**src/rtl/div_seq.sv**
```systemverilog
// Sequential signed divider: 64-bit dividend / 32-bit divisor using restoring
// shift-subtract on magnitudes, one quotient bit per clock, then sign fix-up.
module div_seq #(
    parameter int N = 32
) (
    input  logic           clock,
    input  logic           reset,
    input  logic           start,
    input  logic           muordi,
    input  logic [N-1:0]   opera1,
    input  logic [2*N-1:0] opera2,
    output logic [2*N-1:0] result,
    output logic           valid,
    output logic           busy,
    output logic           div_by_zero,
    output logic           overflow
);

    localparam int CW = $clog2(N);

    typedef enum logic [2:0] {
        S_IDLE   = 3'd0,
        S_LOAD   = 3'd1,
        S_DIVIDE = 3'd2,
        S_SIGN   = 3'd3,
        S_DONE   = 3'd4
    } state_t;

    function automatic logic [N-1:0] neg_n(input logic [N-1:0] v);
        return ~v + {{(N-1){1'b0}}, 1'b1};
    endfunction

    function automatic logic [2*N-1:0] neg_2n(input logic [2*N-1:0] v);
        return ~v + {{(2*N-1){1'b0}}, 1'b1};
    endfunction

    state_t         state_r;
    logic [N-1:0]   divisor_r;
    logic [2*N-1:0] dividend_r;
    logic [N-1:0]   dvs_mag_r;
    logic [N-1:0]   rem_r;
    logic [N-1:0]   quo_r;
    logic [CW-1:0]  count_r;
    logic           qsign_r;
    logic           rsign_r;
    logic [2*N-1:0] result_r;
    logic           valid_r;
    logic           busy_r;
    logic           dbz_r;
    logic           ovf_r;

    logic [N-1:0]   dvs_abs_s;
    logic [2*N-1:0] dnd_abs_s;
    logic [N:0]     rem_shift_s;
    logic [N:0]     trial_s;
    logic           qbit_s;
    logic [N-1:0]   rem_next_s;
    logic [N-1:0]   quo_fix_s;
    logic [N-1:0]   rem_fix_s;
    logic           q_ovf_s;

    // Magnitudes, one restoring step, and the signed fix-up of the final magnitudes.
    always_comb begin
        dvs_abs_s   = divisor_r[N-1] ? neg_n(divisor_r) : divisor_r;
        dnd_abs_s   = dividend_r[2*N-1] ? neg_2n(dividend_r) : dividend_r;
        rem_shift_s = {rem_r, quo_r[N-1]};
        // rem < |divisor| always holds, so N+1 bits keep the trial sign exact.
        trial_s     = rem_shift_s - {1'b0, dvs_mag_r};
        qbit_s      = ~trial_s[N];
        if (qbit_s) begin
            rem_next_s = trial_s[N-1:0];
        end else begin
            rem_next_s = rem_shift_s[N-1:0];
        end
        quo_fix_s = qsign_r ? neg_n(quo_r) : quo_r;
        rem_fix_s = rsign_r ? neg_n(rem_r) : rem_r;
        if (qsign_r) begin
            q_ovf_s = (quo_r > {1'b1, {(N-1){1'b0}}});
        end else begin
            q_ovf_s = quo_r[N-1];
        end
    end

    // Control FSM with registered result and flags.
    always_ff @(posedge clock or posedge reset) begin
        if (reset) begin
            state_r    <= S_IDLE;
            divisor_r  <= {N{1'b0}};
            dividend_r <= {(2*N){1'b0}};
            dvs_mag_r  <= {N{1'b0}};
            rem_r      <= {N{1'b0}};
            quo_r      <= {N{1'b0}};
            count_r    <= {CW{1'b0}};
            qsign_r    <= 1'b0;
            rsign_r    <= 1'b0;
            result_r   <= {(2*N){1'b0}};
            valid_r    <= 1'b0;
            busy_r     <= 1'b0;
            dbz_r      <= 1'b0;
            ovf_r      <= 1'b0;
        end else begin
            case (state_r)
                S_IDLE, S_DONE: begin
                    if (start && muordi) begin
                        divisor_r  <= opera1;
                        dividend_r <= opera2;
                        valid_r    <= 1'b0;
                        dbz_r      <= 1'b0;
                        ovf_r      <= 1'b0;
                        busy_r     <= 1'b1;
                        state_r    <= S_LOAD;
                    end
                end
                S_LOAD: begin
                    qsign_r   <= dividend_r[2*N-1] ^ divisor_r[N-1];
                    rsign_r   <= dividend_r[2*N-1];
                    dvs_mag_r <= dvs_abs_s;
                    if (dvs_abs_s == {N{1'b0}}) begin
                        result_r <= {(2*N){1'b1}};
                        dbz_r    <= 1'b1;
                        valid_r  <= 1'b1;
                        busy_r   <= 1'b0;
                        state_r  <= S_DONE;
                    end else if (dnd_abs_s[2*N-1:N] >= dvs_abs_s) begin
                        result_r <= {(2*N){1'b1}};
                        ovf_r    <= 1'b1;
                        valid_r  <= 1'b1;
                        busy_r   <= 1'b0;
                        state_r  <= S_DONE;
                    end else begin
                        rem_r   <= dnd_abs_s[2*N-1:N];
                        quo_r   <= dnd_abs_s[N-1:0];
                        count_r <= {CW{1'b0}};
                        state_r <= S_DIVIDE;
                    end
                end
                S_DIVIDE: begin
                    rem_r   <= rem_next_s;
                    quo_r   <= {quo_r[N-2:0], qbit_s};
                    count_r <= count_r + {{(CW-1){1'b0}}, 1'b1};
                    if (count_r == CW'(N-1)) begin
                        state_r <= S_SIGN;
                    end
                end
                S_SIGN: begin
                    if (q_ovf_s) begin
                        ovf_r    <= 1'b1;
                        result_r <= {(2*N){1'b1}};
                    end else begin
                        result_r <= {rem_fix_s, quo_fix_s};
                    end
                    valid_r <= 1'b1;
                    busy_r  <= 1'b0;
                    state_r <= S_DONE;
                end
                default: begin
                    state_r <= S_IDLE;
                    busy_r  <= 1'b0;
                    valid_r <= 1'b0;
                end
            endcase
        end
    end

    assign result      = result_r;
    assign valid       = valid_r;
    assign busy        = busy_r;
    assign div_by_zero = dbz_r;
    assign overflow    = ovf_r;

endmodule

```
**config.mk**
```make
export PLATFORM = sky130hd
export DESIGN_NAME = div_seq
export DESIGN_NICKNAME = d
export VERILOG_FILES = /design/src/rtl/div_seq.sv
export SDC_FILE = /design/constraint.sdc
export NUM_CORES = 1
export LEC_CHECK = 0
export CAP_MARGIN = 0
export CORE_MARGIN = 1.5
export CORE_UTILIZATION = 53
export DETAILED_ROUTE_END_ITERATION = 8
export PLACE_DENSITY = 0.78
export SYNTH_ARGS = -nofsm -noshare
export SYNTH_HDL_FRONTEND = slang
export SYNTH_SLANG_ARGS = --single-unit
```
**constraint.sdc**
```tcl
create_clock -name clock -period 8.71 [get_ports clock]
set_input_delay 0.871 -clock clock [delete_from_list [all_inputs] [get_ports clock]]
set_output_delay 0.871 -clock clock [all_outputs]
set_load 0.05 [all_outputs]
```
==> flow_summary.ini, run 1 <==
[floorplanning]
floorplan.initialDensity = 0.543
ioPinCount = 168
floorplan.die.width_um = 181
floorplan.die.height_um = 181
die_area_um2 = 32700
core_area_um2 = 30800
std_cell_rows = 64

[yosys]
synth-edff-count = 0
share_of_the_yosys_chip_area_belonging_to_registers = 0.403
synthesis.area_per_instance_um2 = 9.11
synth.distinct_cells = 70
yosys_warnings = 0
mappedNetlistArea_um2 = 16700
synth_async_sr_flop_share = 1.00
synth_top_flop_cell = dfrtp_1
synth-seq-cells = 270
postSynthCellCount = 1838
synthesis.nets = 2009

[run_status]
run_status = complete, no violations

[final_layout]
postLayoutCoreUtil = 0.633
final_net_count = 2114
final_layout_size_suffix_gt1_frac = 0.0916
syn2layout_area_growth_pct = 16.6
layout.cells.most_common = dfrtp_1
mostFrequentLayoutCells = 269 x dfrtp_1, 189 x nand2_1, 167 x clkdlybuf4s50_1
insertedDiodeCount = 0

[grt]
grt_max_degree = 140
grt-ovfl-total = 0
combined_global_route_utilization_of_all_metal_layers = 0.266
grt_first_pass_wirelength_um = 70700
grt_pass1_vias = 13328
antenna_found_initial = 0

[sta]
clock-skew-final_ns = 0.0113
slew_violations = 0
max_clock_freq_mhz = 161
relative_max_transition_margin = 0.196
hold_violations = 0
worst_pin_slew_ns = 1.21
tns_ns = 0
period_minus_slack_ns = 6.20
finalSetupViolCount = 0
fin_crit_sh = 0.712
grt_setup_unrepaired = no

[drt]
drt_drc_violations_left = 0
routed_wirelength_um = 43600
vias_per_cell = 5.98
drt_first_iter_violations = 1335
dr.pass1.iters = 7
wire_per_inst_um = 18.4
route.vias.total = 14115
ant_nets = 0

[clock_tree]
h_tree_depth = 1
post_cts_resized = 0
clockRootBuffer = clkbuf_16
post_cts.repair.setup_buffers = 0
clockBufferDepth = 3
cts_hold_buf = 0
cts_tree = built
clock_sinks = 270
worst_skew_pair.late_latency_ns = 0.56
clk_pin_slew_ns = 0.06
numCtsBuffers = 29

[critical_path]
timing.critical_path.to_type = flop
worst_ep_required_time_ns = 9.17
worstPathArrival_ns = 6.66
critPathMaxFanout = 122
crit_path_start_kind = flop
worstRegToRegCells = 19
worst_setup_path_class = reg -> reg

[placement]
gp_routability_congestion = 0.932
detailedPlacementHpwl_um = 32100
portBuffers = 167

[job]
timing.max_cap.violations = 0

[worst_hold_path]
timing.hold.worst.class = reg -> reg
worst_hold_path_cells = 2
-- sequential cells by signal, summed over array words and instances, names as in the netlist --
signal / cells
dividend_r: 64
result: 64
divisor_r: 32
dvs_mag_r: 32
quo_r: 32
rem_r: 32
count_r: 5
state_r: 3
busy: 1
div_by_zero: 1
overflow: 1
qsign_r: 1
rsign_r: 1
valid: 1
-- metrics by stage --
stage	hold slack [ns]	setup WS (ns)	instance area, um^2	std cells
6_report	0.480	2.51	19500	2361
5_1_grt	0.506	2.07	19500	2361
4_1_cts	0.485	2.60	19500	2361
3_5_place_dp	0.471	2.62	18600	2308
3_3_place_gp	0.462	2.84	18600	2308
2_1_floorplan	0.450	0.400	16700	1838
-- layer usage --
metal	wire length, um	track usage	up-vias
li1	-	-	6775
met3	3220	0.0385	50
met1	20800	0.409	6738
met5	0	0	-
met4	884	0.0642	0
met2	18700	0.392	552
-- cell type report --
cell class	instances	area (um^2)
Fill cell	2560	11300
Multi-Input combinational cell	1413	9370
Sequential cell	270	6760
Timing Repair Buffer	177	1750
Clock buffer	40	817
Tap cell	396	495
Inverter	52	203
Clock inverter	13	131
-- cells by family after synthesis --
kind of cell / share of synthesized area
compound gates: 0.178
xor+xnor: 0.0941
fa+ha+maj: 0.0535
buf+inv: 0.0395
flops: 0.403
mux: 0.0740
simple gates: 0.158
-- synth_stat cells, drive strengths merged, types with 3 or more instances --
cell type,n,share of area
nor3,29,0.0087
xnor2,60,0.031
a21o,18,0.0081
a21oi,148,0.044
o221ai,9,0.0047
o21bai,5,0.0022
and3,4,0.0015
nor2,166,0.037
buf,22,0.0095
xor2,120,0.063
nand2b,24,0.0090
nand4,12,0.0045
or4,21,0.0096
nand2,189,0.042
o41ai,17,0.0093
a31oi,10,0.0037
nand3,25,0.0075
nor2b,14,0.0052
o211ai,9,0.0040
or2,11,0.0041
clkbuf,81,0.018
or3,39,0.015
a221o,5,0.0030
a22o,6,0.0032
o31ai,60,0.027
a211o,3,0.0016
mux2,94,0.063
dfrtp,270,0.40
a21boi,4,0.0018
a211oi,9,0.0040
o311ai,3,0.0016
nor4,13,0.0058
a32o,3,0.0018
inv,52,0.012
ha,70,0.052
o21ai,159,0.048
nor3b,5,0.0022
mux2i,18,0.011
-- worst max-delay path, cell delays in order, from the launching register on --
cell and delay, ns:
dfrtp_1 0.43, or4_1 0.56, or2_2 0.30, or3_1 0.33, or3_1 0.48, or2_2 0.36, nand2b_1 0.24, o31ai_1 0.32
xnor2_1 0.15, ha_1 0.35, nand2_1 0.07, o21ai_0 0.29, a21oi_1 0.07, a31oi_1 0.18, o41ai_1 0.10, o21ai_0 0.31
or2_2 0.20, a22o_4 0.86, inv_1 0.25, o221ai_1 0.25
-- worst paths after layout --
check                           slack, ns            end           start
worst min-delay path                 0.48  dvs_mag_r[25]   dvs_mag_r[25]
worst min register to register       0.48  dvs_mag_r[25]   dvs_mag_r[25]
max in group asynchronous            6.34     result[56]           reset
min in group asynchronous            0.85  divisor_r[28]           reset
worst max-delay path                 2.51      rem_r[22]  dividend_r[32]
worst max register to register       2.51      rem_r[22]  dividend_r[32]
Power of run 1 is not shown: default switching activity piles up to over one toggle a cycle in this logic, so the estimate is an artifact.
==> inputs of run 2 (changes only) <==
--- a/config.mk
+++ b/config.mk
@@ -7,9 +7,9 @@
 export LEC_CHECK = 0
 export CAP_MARGIN = 0
 export CORE_MARGIN = 1.5
-export CORE_UTILIZATION = 53
+export CORE_UTILIZATION = 58
 export DETAILED_ROUTE_END_ITERATION = 8
-export PLACE_DENSITY = 0.78
+export PLACE_DENSITY = 0.81
 export SYNTH_ARGS = -nofsm -noshare
 export SYNTH_HDL_FRONTEND = slang
 export SYNTH_SLANG_ARGS = --single-unit
==> constraint.sdc (replaced) <==
create_clock -name clock -period 6.45 [get_ports clock]
set_input_delay 0.645 -clock clock [delete_from_list [all_inputs] [get_ports clock]]
set_output_delay 0.645 -clock clock [all_outputs]
set_load 0.05 [all_outputs]
==> run 2 against run 1 <==
  * Cell area increased by 0.26%
  * Die area fell by 8.5%
  * Largest cell class unchanged
  * Register-to-register slack lost 2.2 ns
  * Final cell count shrank 0.30%
  * Worst setup slack got worse by 2.2 ns
  * Non-clock buffer count increased by 4
  * Utilization grew 5.2 points
  * Critical path type unchanged
  * Wire length is 0.73% higher
  * Sequential share of layout area is 0.089 points lower
  * Count of clock-buffer cells in the layout is the same
==> flow_summary.ini, run 2 (synthesis results as in run 1) <==
[run_status]
run_status = complete, no violations

[worst_hold_path]
timing.hold.worst.class = reg -> reg
worst_hold_path_cells = 2

[grt]
grt_first_pass_wirelength_um = 71000
antenna_found_initial = 0
grt_pass1_vias = 13407
combined_global_route_utilization_of_all_metal_layers = 0.291
grt-ovfl-total = 0
grt_max_degree = 119

[job]
timing.max_cap.violations = 0

[critical_path]
critPathMaxFanout = 79
worst_ep_required_time_ns = 6.93
critical_path.max_stage_delay_ns = 0.61
worstPathArrival_ns = 6.57
timing.critical_path.to_type = flop
crit_path_start_kind = flop
worst_path_most_repeated_cell = or2_2
critPathSlowestCell = a22o_4
worst_setup_path_class = reg -> reg
timing.critical_path.cells = or4_1 -> or2_2 -> or3_1 -> or3_1 -> or2_2 -> nand2b_1 -> o31ai_1 -> xnor2_1 -> ha_1 -> nand2_1 -> o21ai_0 -> a21oi_1 -> a31oi_1 -> o41ai_1 -> o21ai_0 -> or2_2 -> a22o_4 -> buf_4 -> nand2_1 -> o21ai_1
worstRegToRegCells = 20

[final_layout]
final_layout_size_suffix_gt1_frac = 0.0944
layoutNonFillerInstCount = 2354
mostFrequentLayoutCells = 269 x dfrtp_1, 189 x nand2_1, 167 x clkdlybuf4s50_1
final_net_count = 2118
syn2layout_area_growth_pct = 16.9
layout.cells.most_common = dfrtp_1
nFillCells = 2286
insertedDiodeCount = 0

[clock_tree]
clk_pin_slew_ns = 0.06
clockRootBuffer = clkbuf_16
cts_hold_buf = 0
clockBufferDepth = 3
post_cts_resized = 0
cts_tree = built
numCtsBuffers = 29
worst_skew_pair.late_latency_ns = 0.56
h_tree_depth = 1
clock_sinks = 270
post_cts.repair.setup_buffers = 0

[drt]
routed_wirelength_um = 43900
drt_drc_violations_left = 0
drt_first_iter_violations = 1170
dr.pass1.iters = 5
route.vias.total = 14335
wire_per_inst_um = 18.6
ant_nets = 0
vias_per_cell = 6.09

[floorplanning]
std_cell_rows = 62
ioPinCount = 168
core_area_um2 = 28500
floorplan.die.height_um = 173
die_area_um2 = 29900
floorplan.initialDensity = 0.587
floorplan.die.width_um = 173

[placement]
gp_routability_congestion = 0.906
detailedPlacementHpwl_um = 32000
portBuffers = 167
placedCellCount = 2300

[sta]
worst_pin_slew_ns = 1.12
clock-skew-final_ns = 0.0157
finalSetupViolCount = 0
period_minus_slack_ns = 6.09
hold_violations = 0
max_clock_freq_mhz = 164
fin_crit_sh = 0.945
slew_violations = 0
tns_ns = 0
relative_max_transition_margin = 0.256
grt_setup_unrepaired = no
run 2: cell types whose count changed in the layout (fill, tap and decap cells not counted):
cell        previous run  this run
clkbuf_8               5         6
buf_12                 0         2
clkinv_4               1         0
clkinv_2               6         7
clkbuf_1               6         5
clkinvlp_4             2         4
inv_8                  1         0
buf_4                 10        12
run 2: cell type report:
type,count,area [um^2],share of cell area
clock inverters,14,135,0.00690
flip-flops and latches,270,6760,0.345
multi-input cells,1413,9370,0.479
inverters,52,199,0.0102
clock buffers,40,827,0.0423
repair buffers,181,1800,0.0920
well taps,384,480,0.0245
run 2: layer usage:
layer | up-vias | track usage | routed length [um]
li1 | 6771 | - | -
met1 | 6884 | 0.451 | 20300
met2 | 608 | 0.428 | 18900
met3 | 72 | 0.0442 | 3800
met4 | 0 | 0.0681 | 879
met5 | - | 0 | 0
run 2: worst max-delay path, delay by kind of cell, from the launching register on:
kind / cells / cell delay, ns
compound gates: 8 / 2.00
xor+xnor: 1 / 0.16
fa+ha+maj: 1 / 0.34
buf+inv: 1 / 0.39
flops: 1 / 0.43
simple gates: 9 / 2.62
run 2: final timing paths:
kind | from | to | slack, ns
setup reg to reg | dividend_r[32] | quo_r[15] | 0.36
setup / recovery | dividend_r[32] | quo_r[15] | 0.36
hold reg to reg | dvs_mag_r[9] | dvs_mag_r[9] | 0.49
hold / removal | dvs_mag_r[9] | dvs_mag_r[9] | 0.49
min in group asynchronous | reset | result[3] | 0.52
max in group asynchronous | reset | divisor_r[25] | 4.62
run 2: metrics by stage:
stage	setup WS [ns]	util	instance area (um^2)	hold WS (ns)
2_1_floorplan	1.32	-	16800	0.450
3_3_place_gp	0.782	0.652	18600	0.462
3_5_place_dp	0.539	0.652	18600	0.470
4_1_cts	0.472	0.686	19600	0.484
5_1_grt	0.00133	0.686	19600	0.513
6_report	0.357	0.686	19600	0.488
Power of run 2 is left out for the same reason.
==> inputs of run 3 (changes only) <==
--- a/config.mk
+++ b/config.mk
@@ -9,6 +9,7 @@
 export CORE_MARGIN = 1.5
 export CORE_UTILIZATION = 58
 export DETAILED_ROUTE_END_ITERATION = 8
+export HOLD_SLACK_MARGIN = 0.1
 export PLACE_DENSITY = 0.81
 export SYNTH_ARGS = -nofsm -noshare
 export SYNTH_HDL_FRONTEND = slang
==> results of run 3 <==
The final DEF is identical to that of run 2; final timing and power are the same.
Power of run 3 is left out for the same reason.
